--- src/rtl/mips_pkg.sv ---
// Shared definitions for the MIPS instruction-memory loader: state encoding,
// default sizes and stream framing constants.
package mips_pkg;

  localparam int MAX_WORDS_DEF  = 256;
  localparam int CNT_W_DEF      = 16;
  localparam int HDR_BYTES      = 2;
  localparam int BYTES_PER_WORD = 4;
  localparam int HDR_LEN_W      = 8 * HDR_BYTES;
  localparam int IDX_W          = $clog2(BYTES_PER_WORD);

  typedef enum logic [2:0] {
    S_IDLE,
    S_HDR_HI,
    S_HDR_LO,
    S_WORD,
    S_WRITE,
    S_CSUM,
    S_DONE,
    S_ERR
  } loader_state_e;

endpackage

--- src/rtl/mips_word_assembler.sv ---
// Big-endian byte-to-word assembler: the first byte loaded after a clear
// ends up in the most significant byte of the word.
module mips_word_assembler
  import mips_pkg::*;
(
  input  logic                          i_clk,
  input  logic                          i_rst,
  input  logic                          i_clr,
  input  logic                          i_load,
  input  logic [7:0]                    i_byte,
  output logic [8*BYTES_PER_WORD-1:0]   o_word,
  output logic                          o_full
);

  logic [8*BYTES_PER_WORD-1:0] r_shift;
  logic [IDX_W-1:0]            r_idx;

  // NOTE: sequential state uses non-blocking assignments so every register
  // samples the pre-edge values, independent of statement order.
  always_ff @(posedge i_clk) begin
    if (i_rst || i_clr) begin
      // NOTE: the shift register is reset too, so W_Ins is never X after reset.
      r_shift <= '0;
      r_idx   <= '0;
    end else if (i_load) begin
      r_shift <= {r_shift[8*BYTES_PER_WORD-9:0], i_byte};
      r_idx   <= r_idx + IDX_W'(1);
    end
  end

  assign o_word = r_shift;
  // High while the next loaded byte completes the word; the index then wraps to 0.
  assign o_full = (r_idx == IDX_W'(BYTES_PER_WORD - 1));

endmodule

--- src/rtl/mips_imem_loader.sv ---
// Streams a length-prefixed, XOR-checksummed program image into the IMem
// write port and holds the core in reset until a good image has landed.
module mips_imem_loader
  import mips_pkg::*;
#(
  parameter int MAX_WORDS = MAX_WORDS_DEF,
  parameter int CNT_W     = CNT_W_DEF
) (
  input  logic             CLK,
  input  logic             RST,
  input  logic             start,
  input  logic [7:0]       byte_in,
  input  logic             byte_valid,
  output logic             byte_ready,
  output logic [31:0]      W_Ins,
  output logic             WE,
  output logic [CNT_W-1:0] W_Addr,
  output logic             core_rst,
  output logic             busy,
  output logic             done,
  output logic             err,
  output logic [CNT_W-1:0] word_count
);

  loader_state_e          r_state;
  loader_state_e          w_state;
  logic [7:0]             r_csum;
  logic [7:0]             r_len_hi;
  logic [CNT_W-1:0]       r_length;
  logic [CNT_W-1:0]       r_word_count;
  logic [CNT_W-1:0]       w_count_inc;
  logic [31:0]            r_w_ins;
  logic [31:0]            w_asm_word;
  logic                   w_asm_full;
  logic                   w_asm_clr;
  logic                   w_asm_load;
  logic                   w_accept;
  logic                   w_start_ok;
  logic                   w_len_bad;
  logic [HDR_LEN_W-1:0]   w_hdr_len;

  assign w_start_ok  = start && (r_state inside {S_IDLE, S_DONE, S_ERR});
  assign byte_ready  = r_state inside {S_HDR_HI, S_HDR_LO, S_WORD, S_CSUM};
  assign w_accept    = byte_valid && byte_ready;
  assign w_hdr_len   = {r_len_hi, byte_in};
  assign w_len_bad   = (w_hdr_len == '0) || (int'(w_hdr_len) > MAX_WORDS);
  assign w_count_inc = r_word_count + CNT_W'(1);
  assign w_asm_clr   = w_start_ok || ((r_state == S_HDR_LO) && w_accept);
  assign w_asm_load  = (r_state == S_WORD) && w_accept;

  mips_word_assembler u_asm (
    .i_clk  (CLK),
    .i_rst  (RST),
    .i_clr  (w_asm_clr),
    .i_load (w_asm_load),
    .i_byte (byte_in),
    .o_word (w_asm_word),
    .o_full (w_asm_full)
  );

  always_comb begin
    // NOTE: default first so every path assigns w_state and no latch is inferred.
    w_state = r_state;
    case (r_state)
      S_IDLE, S_DONE, S_ERR: if (start) w_state = S_HDR_HI;
      S_HDR_HI:              if (w_accept) w_state = S_HDR_LO;
      S_HDR_LO:              if (w_accept) w_state = w_len_bad ? S_ERR : S_WORD;
      S_WORD:                if (w_accept && w_asm_full) w_state = S_WRITE;
      S_WRITE:               w_state = (w_count_inc == r_length) ? S_CSUM : S_WORD;
      S_CSUM:                if (w_accept) w_state = (byte_in == r_csum) ? S_DONE : S_ERR;
      default:               w_state = S_IDLE;
    endcase
  end

  always_ff @(posedge CLK) begin
    if (RST) begin
      r_state      <= S_IDLE;
      r_csum       <= '0;
      r_len_hi     <= '0;
      r_length     <= '0;
      r_word_count <= '0;
      r_w_ins      <= '0;
    end else begin
      r_state <= w_state;
      if (w_start_ok) begin
        r_csum       <= '0;
        r_word_count <= '0;
      end
      // The checksum byte itself is compared, never folded in.
      if (w_accept && (r_state != S_CSUM)) r_csum <= r_csum ^ byte_in;
      if (w_accept && (r_state == S_HDR_HI)) r_len_hi <= byte_in;
      if (w_accept && (r_state == S_HDR_LO) && !w_len_bad) r_length <= CNT_W'(w_hdr_len);
      if (r_state == S_WRITE) begin
        r_word_count <= w_count_inc;
        r_w_ins      <= w_asm_word;
      end
    end
  end

  // W_Ins shows the fresh word during the strobe and holds it afterwards,
  // while the assembler is already shifting in the next word.
  assign WE         = (r_state == S_WRITE);
  assign W_Ins      = WE ? w_asm_word : r_w_ins;
  assign W_Addr     = r_word_count;
  assign word_count = r_word_count;
  assign busy       = byte_ready || WE;
  assign done       = (r_state == S_DONE);
  assign err        = (r_state == S_ERR);
  assign core_rst   = !done || w_start_ok;

endmodule

--- config.mk ---
export PLATFORM = sky130hd
export DESIGN_NAME = mips_imem_loader
export DESIGN_NICKNAME = d
export VERILOG_FILES = /design/src/rtl/mips_pkg.sv /design/src/rtl/mips_word_assembler.sv /design/src/rtl/mips_imem_loader.sv
export SDC_FILE = /design/constraint.sdc
export NUM_CORES = 1
export LEC_CHECK = 0
export CAP_MARGIN = 40
export CORE_MARGIN = 4
export CORE_UTILIZATION = 44
export CTS_CLUSTER_SIZE = 30
export DETAILED_ROUTE_END_ITERATION = 8
export GPL_TIMING_DRIVEN = 1
export PLACE_DENSITY = 0.7
export SETUP_SLACK_MARGIN = 0.4
export SYNTH_ARGS = -nofsm -noshare
export SYNTH_HDL_FRONTEND = slang
export SYNTH_SLANG_ARGS = --single-unit
--- constraint.sdc ---
create_clock -name CLK -period 3.3 [get_ports CLK]
set_input_delay 0.33 -clock CLK [delete_from_list [all_inputs] [get_ports CLK]]
set_output_delay 0.33 -clock CLK [all_outputs]
set_load 0.02 [all_outputs]
# Word-level counts from Yosys, hierarchy flattened
# Index checks and enable logic that the tools add are counted.
# classes
add_sub_neg	2
n_mul	0
div_mod_pow	0
order_cmp	1
eq_ne	16
shift	0
mux	14
n_bitwise	1
reduce_logical	23
# ops
operator	n
$mux W16	2
$mux W32	1
$mux W3	7
$pmux W3 S6	1
$add A16 B1 Y16 const B	1
$eq A16 B16 Y1	1
$gt A16 B9 Y1 const B	1
$logic_not A16 Y1	1
$mux W8	2
$eq A3 B3 Y1 const B	4
$eq A8 B8 Y1	1
$logic_and A1 B1 Y1	8
$ne A2 B2 Y1 const B	4
$xor A8 B8 Y8	1
$eq A3 B2 Y1 const B	2
$logic_or A1 B1 Y1	5
$reduce_and A5 Y1	1
$reduce_bool A2 Y1	2
$reduce_bool A4 Y1	1
$eq A3 B1 Y1 const B	1
$logic_not A3 Y1	1
$ne A3 B3 Y1 const B	1
$reduce_bool A3 Y1	1
$reduce_or A3 Y1	1
other kinds (5)	6
# word_totals
regBits	117
latchBits	0
ram_bits	0
romBits	0
inputBits	12
output_inout_bits	70
word_cells	65
n_memories	0

# Longest topological paths before layout
# Gate-level depths: netlist of run 1.
# depth
ltp_word	6
depth_mapped	8
ltp_nobuf	7

# Cells and area by module
# From an unflattened synthesis of run 1, not the netlist that was laid out.
# hier_totals
hier_cells	659
area_unflattened_um2	5447.7
# modules_own_cells
module	n_inst	cells_per_inst	area_each_um2	seq_area_each_um2
mips_imem_loader	1	547	4184.0	1661.6
mips_word_assembler	1	112	1263.7	680.7

# Worst setup path after synthesis of run 1
# Ideal clock, no wire load.
# synth_timing
path_kind	register to register
start	register r_word_count[0] (netlist: W_Addr[0])
end	register r_state[2]
arrival_ps	2289
path_slack_ps	916
path_stages_with_launch	8
n_path_buf	0
synth_period_minus_slack_ps	2384
cell_sequence	dfxtp_1 ha_1 nand3_1 nor4_2 xnor2_1 a211o_1 or3_1 o41ai_2
# synth_via
elab_chain_len	4
# synth_lines
item	line_no	text
start, declared	mips_imem_loader.sv:30	logic [CNT_W-1:0] r_word_count;
start signal, assigned	mips_imem_loader.sv:94	r_word_count <= w_count_inc;
$add A16 B1 Y16	mips_imem_loader.sv:47	assign w_count_inc = r_word_count + CNT_W'(1);
$eq A16 B16 Y1	mips_imem_loader.sv:69	S_WRITE: w_state = (w_count_inc == r_length) ? S_CSUM : S_WORD;
$mux W3	mips_imem_loader.sv:69	
$pmux W3 S6	mips_imem_loader.sv:64	case (r_state)
end signal, assigned	mips_imem_loader.sv:84	r_state <= w_state;
end, declared	mips_imem_loader.sv:25	loader_state_e r_state;
# No other way between the ends.
# A chain may end at the register's enable or synchronous reset.

# Worst setup path after layout of run 1
# layout_timing
start	register r_state[0]
end	output port W_Ins[3]
# layout_via
elab_chain_len	2
# layout_lines
item	line_no	text
$eq A3 B3 Y1	mips_imem_loader.sv:102	assign WE = (r_state == S_WRITE);
$mux W32	--	
end, declared	mips_imem_loader.sv:15	output logic [31:0] W_Ins,
# No other way between the ends.

==> PnR_summary.wiki, run 1 <==
{| class="wikitable"
! Metric !! Value
|-
| Simple logic cell fraction of the synthesized area || 26.0%
|-
| Floorplan die width || 118 um
|-
| Share of post-route cells with drive strength above 1 || 8.44%
|-
| Area growth from synthesis to final layout || 26.2%
|-
| Share of Yosys cell area claimed by the top area cell type || 43.8%
|-
| Antenna cells || 0
|-
| Post-Synthesis Cells || 694
|-
| PD cells || 525 mW/mm^2
|-
| Synth warn || 0
|-
| Routed vias/inst || 5.36
|-
| Worst reg-to-reg path cell count || 7
|-
| Initial core utilization || 44.7%
|-
| Levels on crit path || 7
|-
| Sum of buffers and inverters on the critical path || 3
|-
| Post-route DRC violation count || 0
|-
| Final #Nets || 762
|-
| Unrepaired setup endpoints after global routing || no
|-
| CP Max Fanout || 26
|-
| Maximum number of pins on one net before global-route repair || 48
|-
| Largest stage delay, worst path || 0.61 ns
|-
| Clock tree skew after final layout || 0.00500 ns
|-
| Worst setup path category || reg2out
|-
| Setup TNS after final layout || 0 ns
|-
| EDFF count, synth || 0
|-
| Net count after synthesis || 708
|-
| Asr flop ratio synth || 0%
|-
| Non-filler cells in the finished layout || 905
|-
| Count of vias placed by the detailed router || 4850
|-
| Register area share after synthesis || 43.8%
|-
| Worst path required time || 2.97 ns
|-
| Cell type group with the largest total delay on the critical path || buffers and inverters
|-
| Total clock sinks || 117
|-
| Number of global-route vias before repair || 4628
|-
| First-pass GRT wire length || 22300 um
|-
| Run status || finished, final reports clean
|-
| Die area || 0.0140 sq mm
|-
| Number of max-slew violations in the final report || 0
|-
| Iteration-0 DRC Markers || 418
|-
| Number of flip-flops and latches in the synthesized netlist || 117
|-
| Slew margin rel. || 48.6%
|-
| Final setup vio count || 0
|-
| Sort of element at the end of the critical path || output pin
|-
| Weighted congestion reported at the end of routability-driven placement || 0.901
|-
| Number of library cell types mapped by synthesis || 51
|-
| Reported leakage power || 2.50 nW
|-
| Area inside the core boundary || 0.0120 sq mm
|-
| H-Tree Level Count || 4
|-
| Leftover overflow at the end of global routing || 0
|-
| Average cell area after synthesis || 7.71 sq um
|-
| Worst Hold Depth || 2
|-
| Number of violations of the max-capacitance limit || 0
|-
| Top FF cell, synth || sky130_fd_sc_hd__dfxtp_1
|-
| Root Buffer Master || sky130_fd_sc_hd__clkbuf_16
|-
| Buffers inserted by post-CTS timing repair || 0
|-
| Worst path most repeated cell || sky130_fd_sc_hd__nand2_1
|-
| PostCTS Resize Cnt || 4
|-
| Number of placed cells counting well taps || 876
|-
| Mux cell area share after synthesis || 2.06%
|-
| Filler cell count in the final layout || 1122
|-
| Data arrival, critical path || 2.38 ns
|-
| Number of antenna violations at the first check in global routing || 0
|-
| Port Buffers || 81
|-
| Max IR drop VDD || 0.286 mV
|-
| Xor/xnor share of the synthesized area || 5.24%
|-
| Actual slew at the worst max-slew pin || 0.766 ns
|-
| Cell taking the most area after synthesis || sky130_fd_sc_hd__dfxtp_1
|-
| Die boundary height || 118 um
|-
| Average wire per cell in the routed design || 14.7 um
|-
| Area of the mapped netlist || 0.00535 sq mm
|-
| Area fraction in compound gates after synthesis || 15.8%
|-
| Final ANT Viol Nets || 0
|-
| Number of top-level pins || 82
|-
| Shortest period the worst path allows || 2.71 ns
|-
| Maximum clock insertion buffer count || 2
|-
| Worst-Skew Late Latency || 0.41 ns
|-
| Total global-route track usage || 19.5%
|-
| Critical path cell sequence || nor2_2 -> nand2_1 -> inv_2 -> buf_12 -> nand2_1 -> nand2_1 -> clkdlybuf4s50_1
|-
| Total CTS buffers || 17
|-
| Crit start category || flip-flop
|-
| Number of buffers inserted for hold repair after clock tree synthesis || 0
|-
| Worst-path clk slew || 0.05 ns
|-
| Adder-Cell Fraction of Synth Area || 0.468%
|-
| Hold Violations, Final || 0
|-
| Worst Hold Class || in2reg
|-
| Number of rows created at floorplan || 40
|-
| DRT Pass-1 Iters || 5
|-
| HPWL after detailed placement || 9150 um
|-
| Top post-synthesis cells by area || sky130_fd_sc_hd__dfxtp_1, sky130_fd_sc_hd__nand2_1, sky130_fd_sc_hd__a21oi_1
|-
| Combinational family with the most area after synthesis || simple AND/OR/NAND/NOR gates
|-
| Final worst path period share || 82.3%
|-
| Standard cell with the maximum stage delay on the critical path || sky130_fd_sc_hd__clkdlybuf4s50_1
|-
| Routed wire length || 13300 um
|-
| Maximum clock frequency || 368 MHz
|-
| TritonCTS clock tree || built
|}
-- sequential cells by signal (all words and copies together) (netlist names) --
name          flops
u_asm.o_word     32
r_w_ins          32
r_csum            8
r_length         16
u_asm.r_idx       2
W_Addr           16
r_len_hi          8
r_state           3
-- stage by stage --
stage / setup WS [ns] / utilization [%] / cell area [sq um] / hold WS [ns] / total power, mW
floorplan: 0.916 / - / 5350 / 0.436 / 1.72
global placement: 0.689 / 51.7 / 6180 / 0.445 / 1.82
detailed placement: 0.667 / 51.7 / 6180 / 0.448 / 1.83
CTS: 0.445 / 56.4 / 6750 / 0.286 / 3.58
global route: 0.439 / 56.5 / 6750 / 0.313 / 3.69
finish: 0.585 / 56.5 / 6750 / 0.307 / 3.55
-- synth_stat cells (all sizes together) (5+ instances only) --
master / number
a21oi: 102
or3: 9
nand2b: 6
xnor2: 27
inv: 7
nand2: 195
o21ai: 19
dfxtp: 117
nand3: 8
nor4: 8
nand3b: 10
nor2: 42
and3: 5
buf: 24
a31oi: 5
xor2: 5
nor3: 7
mux2i: 11
and2: 8
nand4: 7
clkbuf: 41
-- cell usage in the layout (no fill, tap or decap), types with 6 or more instances in the layout --
master and n:
sky130_fd_sc_hd__nor3_1 7, sky130_fd_sc_hd__or3_1 9, sky130_fd_sc_hd__a21oi_1 102, sky130_fd_sc_hd__nor2_1 41
sky130_fd_sc_hd__o21ai_0 19, sky130_fd_sc_hd__buf_4 17, sky130_fd_sc_hd__nand2_1 195, sky130_fd_sc_hd__inv_1 6
sky130_fd_sc_hd__nand3b_1 10, sky130_fd_sc_hd__dfxtp_1 114, sky130_fd_sc_hd__nand3_1 7, sky130_fd_sc_hd__clkbuf_16 17
sky130_fd_sc_hd__mux2i_1 11, sky130_fd_sc_hd__nand4_1 6, sky130_fd_sc_hd__and2_1 8, sky130_fd_sc_hd__xnor2_1 27
sky130_fd_sc_hd__nor4_1 6, sky130_fd_sc_hd__clkdlybuf4s50_1 80
-- per-layer routing --
metal,wire [um],share of wire [%],track usage (%)
met4,280,2.1,7.99
met2,6120,46,30.3
met1,6240,47,26.0
met5,0,0,0
met3,692,5.2,4.69
-- report_power, final --
| group | internal [mW] | switching [mW] |
|---|---|---|
| Sequential | 1.44 | 0.0406 |
| Clock | 1.13 | 0.611 |
| Combinational | 0.124 | 0.201 |
| Total | 2.70 | 0.853 |
-- logic make-up after synthesis --
kind of cell / after synthesis
flip-flops: 117
adder cells (fa/ha/maj): 2
multiplexers: 11
XOR/XNOR: 32
AO/OA/AOI/OAI: 151
buffers and inverters: 72
AND/OR/NAND/NOR: 309
-- layout make-up --
type	count	area, sq um	share of cell area [%]
clock inverter	10	109	1.61
timing repair buffer	100	965	14.3
sequential	117	2350	34.7
inverter	7	26.3	0.389
clock buffer	19	453	6.71
multi-input combinational	505	2670	39.6
tap	147	184	2.72
-- final timing paths --
path / start / to / slack (ns)
setup / recovery: r_state[0] / W_Ins[3] / 0.59
hold reg to reg: u_asm.o_word[28] / u_asm.o_word[28] / 0.46
hold / removal: RST / r_state[0] / 0.31
setup reg to reg: W_Addr[0] / r_state[2] / 0.71
No activity file was read; power rests on OpenSTA's default activity.
==> run 2, diff against run 1 <==
--- a/config.mk
+++ b/config.mk
@@ -11,7 +11,7 @@
 export CTS_CLUSTER_SIZE = 30
 export DETAILED_ROUTE_END_ITERATION = 8
 export GPL_TIMING_DRIVEN = 1
-export PLACE_DENSITY = 0.7
+export PLACE_DENSITY = 0.73
 export SETUP_SLACK_MARGIN = 0.4
 export SYNTH_ARGS = -nofsm -noshare
 export SYNTH_HDL_FRONTEND = slang
==> constraint.sdc (replaced) <==
create_clock -name CLK -period 2.38 [get_ports CLK]
set_input_delay 0.238 -clock CLK [delete_from_list [all_inputs] [get_ports CLK]]
set_output_delay 0.238 -clock CLK [all_outputs]
set_load 0.02 [all_outputs]
==> run 2 against run 1 <==
First-iteration DRC count is 7.9% higher. Clock skew is 0.0041 ns higher. Global-route usage up 1.2 points. Largest cell class unchanged.
==> PnR_summary.wiki, run 2 (synthesis results as in run 1) <==
{| class="wikitable"
! Metric !! Value
|-
| Run status || finished, final reports clean
|-
| Cell Area, Placed || 0.00628 sq mm (+1.6%)
|-
| CP Max Fanout || 4 (-85%)
|-
| Routed vias/inst || 5.48 (+2.3%)
|-
| Final worst hold slack || 0.360 ns (+0.0521 ns)
|-
| TritonCTS clock tree || built
|-
| Crit start category || flip-flop
|-
| Sort of element at the end of the critical path || flip-flop
|-
| Setup TNS after final layout || 0 ns (unchanged)
|-
| Reg2reg setup slack || 0.22 ns (-0.49 ns)
|-
| Area growth from synthesis to final layout || 36.1%
|-
| First-pass GRT wire length || 24000 um (+7.9%)
|-
| Average wire per cell in the routed design || 15.5 um (+5.0%)
|-
| Maximum clock frequency || 463 MHz
|-
| Worst Hold Class || in2reg
|-
| H-Tree Level Count || 4 (unchanged)
|-
| PD cells || 707 mW/mm^2 (+35%)
|-
| Total clock sinks || 117 (unchanged)
|-
| Max IR drop VDD || 0.467 mV (+63%)
|-
| Most frequent standard cell in the layout excluding fill and tap cells || sky130_fd_sc_hd__nand2_1
|-
| Leftover overflow at the end of global routing || 0 (unchanged)
|-
| Final #Nets || 799 (+4.9%)
|-
| Number of antenna violations at the first check in global routing || 0 (unchanged)
|-
| DP Worst Slack || 0.115 ns (-0.553 ns)
|-
| Finished layout cell area || 0.00729 sq mm (+7.9%)
|-
| Total CTS buffers || 17 (unchanged)
|-
| Number of global-route vias before repair || 4962 (+7.2%)
|-
| Weighted congestion reported at the end of routability-driven placement || 0.896 (-0.57%)
|-
| Hold Violations, Final || 0 (unchanged)
|-
| Worst path required time || 2.69 ns (-0.28 ns)
|-
| Final ANT Viol Nets || 0 (unchanged)
|-
| Final worst path period share || 90.8%
|-
| Number of max-slew violations in the final report || 0 (unchanged)
|-
| Worst-path clk slew || 0.05 ns (about the same)
|-
| Floorplan die width || 118 um (unchanged)
|-
| Port Buffers || 81 (unchanged)
|-
| Actual slew at the worst max-slew pin || 0.585 ns (-0.181 ns)
|-
| Routed wire length || 14600 um (+9.6%)
|-
| Root Buffer Master || sky130_fd_sc_hd__clkbuf_16
|-
| Slew margin rel. || 61.0% (+12 points)
|-
| Number of buffers inserted for hold repair after clock tree synthesis || 0 (unchanged)
|-
| Post-route DRC violation count || 0 (unchanged)
|-
| Count of vias placed by the detailed router || 5181 (+6.8%)
|-
| Worst-Skew Late Latency || 0.41 ns (about the same)
|-
| HPWL after detailed placement || 9400 um (+2.8%)
|-
| Reported leakage power || 2.82 nW (+13%)
|-
| Die area || 0.0140 sq mm (unchanged)
|-
| Filler cell count in the final layout || 996 (-11%)
|-
| Area inside the core boundary || 0.0120 sq mm (unchanged)
|-
| Iteration-0 DRC Markers || 451 (+7.9%)
|-
| Data arrival, critical path || 2.47 ns (+0.09 ns)
|-
| Final setup vio count || 0 (unchanged)
|-
| Number of rows created at floorplan || 40 (unchanged)
|-
| Leading cell types in the layout, fill and taps excluded || sky130_fd_sc_hd__nand2_1, sky130_fd_sc_hd__dfxtp_1, sky130_fd_sc_hd__a21oi_1
|-
| Minimum setup slack in the final design || 0.219 ns (-0.366 ns)
|-
| Maximum number of pins on one net before global-route repair || 79 (+65%)
|-
| Worst setup path category || reg2reg
|-
| Die boundary height || 118 um (unchanged)
|-
| Unrepaired setup endpoints after global routing || yes
|-
| Antenna cells || 0 (unchanged)
|-
| Share of post-route cells with drive strength above 1 || 19.3% (+11 points)
|-
| Initial core utilization || 44.7% (unchanged)
|-
| DRT Pass-1 Iters || 5 (unchanged)
|-
| Number of violations of the max-capacitance limit || 0 (unchanged)
|-
| Number of top-level pins || 82 (unchanged)
|-
| Maximum clock insertion buffer count || 2 (unchanged)
|-
| Clock tree skew after final layout || 0.00905 ns (+0.00406 ns)
|-
| Shortest period the worst path allows || 2.16 ns
|-
| Total global-route track usage || 20.7% (+1.2 points)
|}
## run 2: changes by cell type in the layout (fill, tap and decap cells not counted), sizes merged
cell	delta
clkbuf	-1
dlygate4sd2	+5
buf	+37
clkdlybuf4s50	-38
bufinv	+1
inv	+4
clkinv	-1
clkdlybuf4s15	+33
## run 2: power breakdown
group / internal, mW / total (mW) / switching [mW]
Combinational: 0.188 / 0.504 / 0.315
Clock: 1.68 / 2.63 / 0.945
Sequential: 1.99 / 2.02 / 0.0339
Total: 3.86 / 5.15 / 1.29
## run 2: what timing repair did
item | CTS | global route
endpoints found under the setup margin | 40 | 39
pin swaps | 2 | 6
endpoints found under the hold margin | 0 | 0
resized for setup | 116 | 14
buffers inserted | 21 | 11
## run 2: area by class of cell
| class | instances | area (sq um) | area share (%) |
|---|---|---|---|
| Sequential cell | 117 | 2390 | 32.7 |
| Inverter | 7 | 28.8 | 0.395 |
| Clock inverter | 14 | 173 | 2.37 |
| Multi-Input combinational cell | 505 | 2760 | 37.8 |
| Timing Repair Buffer | 137 | 1320 | 18.1 |
| Tap cell | 147 | 184 | 2.52 |
| Clock buffer | 18 | 439 | 6.03 |
## run 2: worst paths after layout
check / endpoint / cells past startpoint / start
max reg2reg: r_state[2] / 6 / W_Addr[1]
min: W_Addr[1] / 3 / RST
max: r_state[2] / 6 / W_Addr[1]
min reg2reg: r_len_hi[6] / 2 / r_len_hi[6]
## run 2: metrics by stage
stage | cells | utilization, % | power, mW
2_1_floorplan | 694 | - | 2.37
3_3_place_gp | 880 | 52.4 | 2.54
3_5_place_dp | 881 | 52.5 | 2.55
4_1_cts | 934 | 59.8 | 5.15
5_1_grt | 945 | 60.9 | 5.31
6_report | 945 | 60.9 | 5.15
## run 2: worst max-delay path: stages (launching register included)
cell and delay (ns):
sky130_fd_sc_hd__dfxtp_4 0.38, sky130_fd_sc_hd__nand4_4 0.13, sky130_fd_sc_hd__nand2b_4 0.17, sky130_fd_sc_hd__or4_4 0.51, sky130_fd_sc_hd__a211o_1 0.34, sky130_fd_sc_hd__or3_4 0.34, sky130_fd_sc_hd__o41ai_2 0.19
## run 2: per-layer routing
| metal | global-route usage, % | wire [um] |
|---|---|---|
| met5 | 0 | 0 |
| met4 | 7.69 | 329 |
| met3 | 4.83 | 974 |
| met2 | 33.5 | 6920 |
| met1 | 27.0 | 6390 |
